File: src/rtl/us_replicate.sv
// us_replicate: SCALE-times horizontal and vertical pixel replication of a decimated video stream.
// Optional US_ZERO_BLANK_EN forces output data to zero while o_de is low.
module us_replicate #(
    parameter int WIDTH = 10,
    parameter int HACT  = 10,
    parameter int SCALE = 2
) (
    input  logic             clk,
    input  logic             rstn,
    input  logic             i_vsync,
    input  logic             i_hsync,
    input  logic             i_de,
    input  logic [WIDTH-1:0] i_r_data,
    input  logic [WIDTH-1:0] i_g_data,
    input  logic [WIDTH-1:0] i_b_data,
    output logic             o_vsync,
    output logic             o_hsync,
    output logic             o_de,
    output logic [WIDTH-1:0] o_r_data,
    output logic [WIDTH-1:0] o_g_data,
    output logic [WIDTH-1:0] o_b_data
);
    localparam int DEPTH = (HACT + SCALE - 1) / SCALE;
    localparam int AW    = $clog2(DEPTH + 1);
    localparam int IW    = $clog2(HACT + 1);
    localparam int CW    = 16;
    localparam int RW    = 2;
    localparam int PW    = 3 * WIDTH;
    localparam logic [1:0] WAIT = 2'd0, CAPT = 2'd1, REP = 2'd2;

    logic [PW-1:0] mem [DEPTH];
    logic          vs_q, hs_q, de_q, vs_rise, hs_rise, de_rise;
    logic [1:0]    state_q, state_d;
    logic          armed_q, armed_d, line_de_q, line_de_d, src_q, src_d, ode_q, ode_d;
    logic [CW-1:0] hcnt_q, hcnt_d, off_q, off_d;
    logic [AW-1:0] waddr_q, waddr_d, ra;
    logic [RW-1:0] rep_q, rep_d;
    logic [IW-1:0] win_q, win_d, idx;
    logic [PW-1:0] last_q, last_d, opix_q, opix_d, pix, dsel;
    logic          cap, we, start, start_rep, run;

    always_comb begin
        vs_rise   = i_vsync & ~vs_q;
        hs_rise   = i_hsync & ~hs_q;
        de_rise   = i_de & ~de_q;
        pix       = {i_r_data, i_g_data, i_b_data};
        hcnt_d    = (hs_rise || vs_rise) ? '0 : (&hcnt_q) ? hcnt_q : hcnt_q + 1'b1;
        state_d   = state_q;
        armed_d   = armed_q | vs_rise;
        off_d     = off_q;
        waddr_d   = waddr_q;
        rep_d     = rep_q;
        line_de_d = line_de_q;
        last_d    = last_q;
        cap       = 1'b0;
        start     = 1'b0;
        start_rep = 1'b0;
        if (vs_rise) begin
            state_d   = WAIT;
            off_d     = '0;
            waddr_d   = '0;
            rep_d     = '0;
            line_de_d = 1'b0;
        end else if (state_q == WAIT) begin
            if (armed_q && de_rise) begin
                state_d = CAPT;
                off_d   = hcnt_d;
                cap     = 1'b1;
            end
        end else if (state_q == CAPT) begin
            if (hs_rise) begin
                state_d   = line_de_q ? REP : WAIT;
                rep_d     = RW'(1);
                waddr_d   = '0;
                line_de_d = 1'b0;
            end else begin
                cap = i_de;
            end
        end else if (hs_rise) begin
            state_d = (rep_q == RW'(SCALE - 1)) ? CAPT : REP;
            rep_d   = rep_q + 1'b1;
            waddr_d = '0;
        end else begin
            start_rep = (hcnt_d == off_q);
        end
        // writes past the last entry are dropped; the address saturates there
        we = cap && (waddr_q < AW'(DEPTH));
        if (we) waddr_d = waddr_q + 1'b1;
        if (cap) begin
            last_d    = pix;
            start     = !line_de_q;
            line_de_d = 1'b1;
        end
        run   = start || start_rep;
        ode_d = !vs_rise && (run || win_q != '0);
        win_d = vs_rise ? '0 : run ? IW'(HACT - 1) : (win_q != '0) ? win_q - 1'b1 : '0;
        src_d = start_rep || (!start && src_q);
        idx   = start_rep ? '0 : IW'(HACT) - win_q;
        ra    = AW'(idx / IW'(SCALE));
        dsel  = src_d ? mem[ra] : (i_de ? pix : last_q);
`ifdef US_ZERO_BLANK_EN
        opix_d = ode_d ? dsel : '0;
`else
        opix_d = ode_d ? dsel : opix_q;
`endif
    end

    always_ff @(posedge clk) begin
        if (we) mem[waddr_q] <= pix;
    end

    always_ff @(posedge clk or negedge rstn) begin
        if (!rstn) begin
            vs_q      <= 1'b0;
            hs_q      <= 1'b0;
            de_q      <= 1'b0;
            state_q   <= WAIT;
            armed_q   <= 1'b0;
            line_de_q <= 1'b0;
            src_q     <= 1'b0;
            ode_q     <= 1'b0;
            hcnt_q    <= '0;
            off_q     <= '0;
            waddr_q   <= '0;
            rep_q     <= '0;
            win_q     <= '0;
            last_q    <= '0;
            opix_q    <= '0;
        end else begin
            vs_q      <= i_vsync;
            hs_q      <= i_hsync;
            de_q      <= i_de;
            state_q   <= state_d;
            armed_q   <= armed_d;
            line_de_q <= line_de_d;
            src_q     <= src_d;
            ode_q     <= ode_d;
            hcnt_q    <= hcnt_d;
            off_q     <= off_d;
            waddr_q   <= waddr_d;
            rep_q     <= rep_d;
            win_q     <= win_d;
            last_q    <= last_d;
            opix_q    <= opix_d;
        end
    end

    assign o_vsync  = vs_q;
    assign o_hsync  = hs_q;
    assign o_de     = ode_q;
    assign o_r_data = opix_q[PW-1 -: WIDTH];
    assign o_g_data = opix_q[2*WIDTH-1 -: WIDTH];
    assign o_b_data = opix_q[WIDTH-1:0];
endmodule

File: config.mk
export PLATFORM = sky130hd
export DESIGN_NAME = us_replicate
export DESIGN_NICKNAME = d
export VERILOG_FILES = /design/src/rtl/us_replicate.sv
export SDC_FILE = /design/constraint.sdc
export NUM_CORES = 1
export LEC_CHECK = 0
export ABC_AREA = 1
export CORE_MARGIN = 2
export CORE_UTILIZATION = 60
export DETAILED_ROUTE_END_ITERATION = 8
export PLACE_DENSITY = 0.83
export SLEW_MARGIN = 20
export SYNTH_ARGS = -nofsm -noshare
export SYNTH_HDL_FRONTEND = slang
export SYNTH_SLANG_ARGS = --single-unit
File: constraint.sdc
create_clock -name clk -period 5.8 [get_ports clk]
set_input_delay 1.16 -clock clk [delete_from_list [all_inputs] [get_ports clk]]
set_output_delay 1.16 -clock clk [all_outputs]
set_load 0.005 [all_outputs]
* Word-level counts from Yosys, hierarchy flattened *
Memories as Yosys holds them, arrays and structs flattened.
Cells that the tools add are included.

operators by class
  reductions and logical operators = 26
  multiplexer cells = 45
  bitwise logic cells = 7
  $add $sub $neg = 5
  equality and inequality tests = 7
  order comparisons = 1

operator list
  cell                     count
  $mux W16                 5
  $mux W30                 2
  $mux W2                  13
  $mux W1                  17
  $add A16 B1 Y16 const B  1
  $eq A16 B16 Y1           1
  $mux W4                  4
  $reduce_and A16 Y1       1
  $mux W3                  4
  $reduce_bool A3 Y1       4
  $reduce_and A2 Y1        4
  $ne A3 B3 Y1 const B     2
  $reduce_bool A2 Y1       3
  $eq A2 B1 Y1 const B     2
  $logic_and A1 B1 Y1      4
  $logic_or A1 B1 Y1       4
  $reduce_bool A4 Y1       1
  $sub A4 B1 Y4 const B    1
  $sub A4 B4 Y4 const A    1
  $add A3 B1 Y3 const B    1
  $and A1 B1 Y1            3
  $logic_not A1 Y1         3
  $lt A3 B3 Y1 const B     1
  $ne A3 B2 Y1 const B     1
  other kinds (6)          8

word-level totals
  memory bits (writable) = 150
  memories = 1
  input bits = 35
  bits in registers = 110
  output and inout port bits = 33

memories
  name  depth  bits a word  rd ports  clocked after memory_dff  write ports  line  text
  mem   5      30           1         0                         1            31    logic [PW-1:0] mem [DEPTH];

* Depth between registers and ports, before layout *
  depth after elaboration = 12
  depth in mapped cells = 24

* Worst setup path after synthesis *
Ideal clock, no wire load.

  path type = input-to-reg
  start = in i_de
  end = mem mem[4][0] (netlist name), enable pin
  data required time = 5.307 ns
  stages on the path = 8
  path buffers = 2
  setup slack = 0.444 ns
  arrival time = 4.863 ns
  path through = clkinv_1 nor2_1 nand3_1 nand2_1 nand2_1 clkbuf_1 clkbuf_1 nor4_1

between the ends
  longest elaborated chain between the ends = 8
  elaborated cells on any way between the ends = 10

RTL lines
  item                               line  text
  start: declaration                 12    input logic i_de,
  $and A1 B1 Y1                      45    de_rise = i_de & ~de_q;
  $logic_and A1 B1 Y1                65    if (armed_q && de_rise) begin
  $mux W1                            65
  $mux W1 (*)                        64    end else if (state_q == WAIT) begin
  $mux W1 (*)                        58    if (vs_rise) begin
  $logic_and A1 B1 Y1 (*)            87    we = cap && (waddr_q < AW'(DEPTH));
  $mux W1 (*)                        109   if (we) mem[waddr_q] <= pix;
  $mux W1 (implied by the code) (*)  109
  end: declaration                   31

Every way passes the cells marked *; elsewhere a longest branch is shown, timed or not.

* Final worst setup path *
  start = in i_vsync
  end = reg opix_q[28]

between the ends
  longest elaborated chain between the ends = 11
  elaborated cells on any way between the ends = 20

RTL lines
  item                                                         line     text
  start: declaration                                           10       input logic i_vsync,
  $and A1 B1 Y1 (*)                                            43       vs_rise = i_vsync & ~vs_q;
  $logic_or A1 B1 Y1                                           47       hcnt_d = (hs_rise || vs_rise) ? '0 : (&hcnt_q) ? hcnt_q : hcnt_q + 1'b1;
  $mux W16                                                     47
  $eq A16 B16 Y1                                               84       start_rep = (hcnt_d == off_q);
  $mux W1                                                      79       end else if (hs_rise) begin
  $mux W1                                                      70       end else if (state_q == CAPT) begin
  $mux W1                                                      64
  $mux W1                                                      58
  $mux W4 / $logic_or A1 B1 Y1 (equally long branches)         98, 94
  $mem_v2 Z5 W30 / $logic_or A1 B1 Y1 (equally long branches)  -
  $mux W30 / $logic_and A1 B1 Y1 (equally long branches)       100, 95
  end signal: assignment                                       144      opix_q <= opix_d;
  end: declaration                                             39       logic [PW-1:0] last_q, last_d, opix_q, opix_d, pix, dsel;

Marks and branches as above.
A chain may end at the register's enable or synchronous reset.

==> impl_metrics.env <==
export IMPL_timing_rr_end="opix_q[28]"
export IMPL_synth_area_sq_mm=0.0124
export IMPL_post_cts_setup_buffer_count=0
export IMPL_crit_required_ps=6260
export IMPL_crit_path_end_kind="flip-flop"
export IMPL_start_kind="input pin"
export IMPL_yosys_cell_types_count=36
export IMPL_routed_via_density=5.28
export IMPL_wl_per_cell_um=15.2
export IMPL_cts_sinks=260
export IMPL_clk_latency_ps=530
export IMPL_r2r_start="hcnt_q[0]"
export IMPL_first_pass_iters=6
export IMPL_pwr_share_comb_pct=38.4
export IMPL_hold_violations=0
export IMPL_yosysWarnings=0
export IMPL_ys_flop_type="edfxtp_1"
export IMPL_reg2reg_slack_ps=1760
export IMPL_ys_ff_latch=260
export IMPL_slew_headroom_pct=36.5
export IMPL_grt_pass1_vias=8998
export IMPL_crit_chain="clkdlybuf4s50_1, inv_1, or2_1, nand2_2, inv_2, nand2_1, nand2_1, nand2_1, nand3_1, nor2_1, nand2_2, nand3_2, buf_4, o21ai_1, clkinv_1, nand2_1, nand2_1, nand2_1"
export IMPL_fin_crit_ps=4510
export IMPL_cts_root_buffer="clkbuf_16"
export IMPL_async_reset_ff_share_pct=42.3
export IMPL_remaining_drc_errors=0
export IMPL_reg2reg_depth=18
export IMPL_synthCells=1436
export IMPL_cts_resized=0
export IMPL_final_net_count=1522
export IMPL_ctsHoldBuffers=0
export IMPL_drive_above_1_share_pct=6.13
export IMPL_die_y_um=148
export IMPL_rsz0062_at_grt="no"
export IMPL_hp_start="opix_q[15]"
export IMPL_synth_most_common_cell="nand2_1"
export IMPL_leakagePower_nw=6.87
export IMPL_start_util_pct=61.2
export IMPL_grt_pass1_wl_um=44200
export IMPL_setup_viol=0
export IMPL_crit_path_max_fanout=30
export IMPL_fin_tns_setup_ps=0
export IMPL_io_buffer_count=67
export IMPL_diodes=0
export IMPL_fin_skew_ps=11.0
export IMPL_die_w_um=148
export IMPL_gp_congestion=0.881
export IMPL_ys_seq_area_share_pct=58.6
export IMPL_drt_total_wl_um=26900
export IMPL_rows=52
export IMPL_synth_top_area_cell="edfxtp_1"
export IMPL_max_vdd_ir_drop_mv=0.293
export IMPL_hold_class="reg2reg"
export IMPL_outcome="completed"
export IMPL_power_density_mw_per_mm2=489
export IMPL_regArea_sq_mm=0.00726
export IMPL_synth_top_area_share_pct=36.4
export IMPL_slew_viol_final=0
export IMPL_drt_iter0_drc=626
export IMPL_avgSynthCellArea_sq_um=8.62
export IMPL_fill_cells=1469
export IMPL_final_area_sq_mm=0.0141
export IMPL_critPathKind="in2reg"
export IMPL_crit_top_cell="nand2_1"
export IMPL_dieArea_sq_mm=0.0218
export IMPL_clk_pin_slew_worst_paths_ps=60
export IMPL_cts_htree_levels=1
export IMPL_worstPathArrival_ps=4980
export IMPL_cts_tree="yes"
export IMPL_vias=9344
export IMPL_multi_input_area_sq_mm=0.00368
export IMPL_netlist_top_cells_count="nand2_1, inv_1, edfxtp_1, nand3_1, o21ai_0"
export IMPL_hpwl_um=15600
export IMPL_antenna_found_initial=0
export IMPL_cts_made_buffers=26
export IMPL_syn_num_nets=1477
export IMPL_netSwitchingFraction_pct=37.8
export IMPL_p_clk_share_pct=25.2
export IMPL_synth_edf_count=150
export IMPL_clockBufferDepth=3
export IMPL_intPower_mw=4.29
export IMPL_power_share_sequential_pct=36.4
export IMPL_grt_overflow_total=0
export IMPL_core_sq_mm=0.0202
export IMPL_synth_area_leaders="edfxtp_1, dfrtp_1, nand2_1"
export IMPL_cpPeakStageDelay_ps=740
export IMPL_p_sw_mw=2.60
export IMPL_grt_max_degree=70
export IMPL_min_path_cells=2
export IMPL_grtUsageTotal_pct=25.2
export IMPL_place_area_sq_mm=0.0132
export IMPL_max_slew_worst_pin_slew_ps=953
export IMPL_ios=68
export IMPL_ant_nets=0
export IMPL_min_period_over_period_pct=77.8
export IMPL_maxCapViolCount=0
export IMPL_syn_to_final_growth_pct=13.9
export IMPL_cp_slowest_cell="nand3_2"
export IMPL_fmax_ghz=0.222
export IMPL_hold_end="opix_q[15]"
[per-layer routing]
| layer | vias up | part of all wire [%] | track usage, % | wire length [um] |
|---|---|---|---|---|
| li1 | 4590 | - | - | - |
| met2 | 366 | 49 | 43.4 | 13200 |
| met5 | - | 0 | 0 | 0 |
| met3 | 62 | 7.5 | 3.55 | 2020 |
| met4 | 0 | 2.3 | 7.74 | 609 |
| met1 | 4326 | 41 | 33.5 | 11100 |
[sequential cells by signal, summed over array words and instances, names as in the netlist, 2 cells and up]
signal	flops
hcnt_q	16
last_q	30
mem	150
off_q	16
opix_q	30
rep_q	2
state_q	2
waddr_q	3
win_q	4
[cells by family after synthesis]
kind of cell             Yosys count  share of synthesized area (%)
flip-flops                       260                           58.6
XOR/XNOR                           8                          0.566
AND/OR/NAND/NOR                  639                           21.8
buffers and inverters            367                           11.9
adder cells (fa/ha/maj)            6                          0.607
AO/OA/AOI/OAI                    156                           6.45
[cell type report]
type | count | area share, %
clock buffer | 38 | 5.72
clock inverter | 10 | 0.701
inverter | 303 | 8.07
multi-input combinational | 809 | 26.1
sequential | 260 | 51.5
tap | 270 | 2.40
timing repair buffer | 81 | 5.57
[worst max-delay path by stage]
stage / start / slack, ps / depth (start not counted) / end
after floorplan: i_de / 440 / 8 / mem[4][0]
after global placement: i_vsync / 1010 / 18 / opix_q[22]
final: i_vsync / 1290 / 18 / opix_q[28]
after CTS: i_vsync / 1370 / 20 / opix_q[28]
after detailed placement: i_vsync / 830 / 20 / opix_q[26]
after global routing: i_vsync / 880 / 18 / opix_q[3]
[power by group through the flow]
stage               clock network (mW)  logic, mW  registers (mW)
floorplan                            0       1.86            2.51
global placement                     0       2.50            2.53
detailed placement                   0       2.59            2.54
CTS                               1.75       2.64            2.51
global route                      1.83       3.01            2.55
finish                            1.74       2.64            2.51
[cells in the final DEF (no fill, tap or decap), types with 7 or more instances in the layout]
master           synthesis  routed
buf_4                   12      14
clkbuf_16                0      27
clkbuf_8                 0       9
clkdlybuf4s50_1          0      66
clkinv_1                10      11
clkinv_2                 0       8
dfrtp_1                110     110
edfxtp_1               150     150
inv_1                  285     285
inv_2                    8       7
nand2_1                414     411
nand2_2                  5       8
nand3_1                147     147
nand3b_1                 9       9
nand4_1                  7       7
nor2_1                  40      39
o21ai_0                118     118
o21ai_1                 28      28
[through the flow]
step	power [mW]	worst slack, ps	utilization (%)	instances	hold slack (ps)
detailed placement	5.13	835	65.2	1723	460
CTS	6.90	1370	69.7	1771	480
floorplan	4.37	444	-	1436	440
finish	6.89	1290	69.7	1771	478
global route	7.38	875	69.7	1771	499
global placement	5.03	1010	65.2	1723	462
[worst max-delay path: cells and delay by family]
family          cells  cell delay, ps
buf+inv             5            1370
compound gates      1             160
simple gates       12            2260
Note: power is estimated with default switching activity, not from simulation.
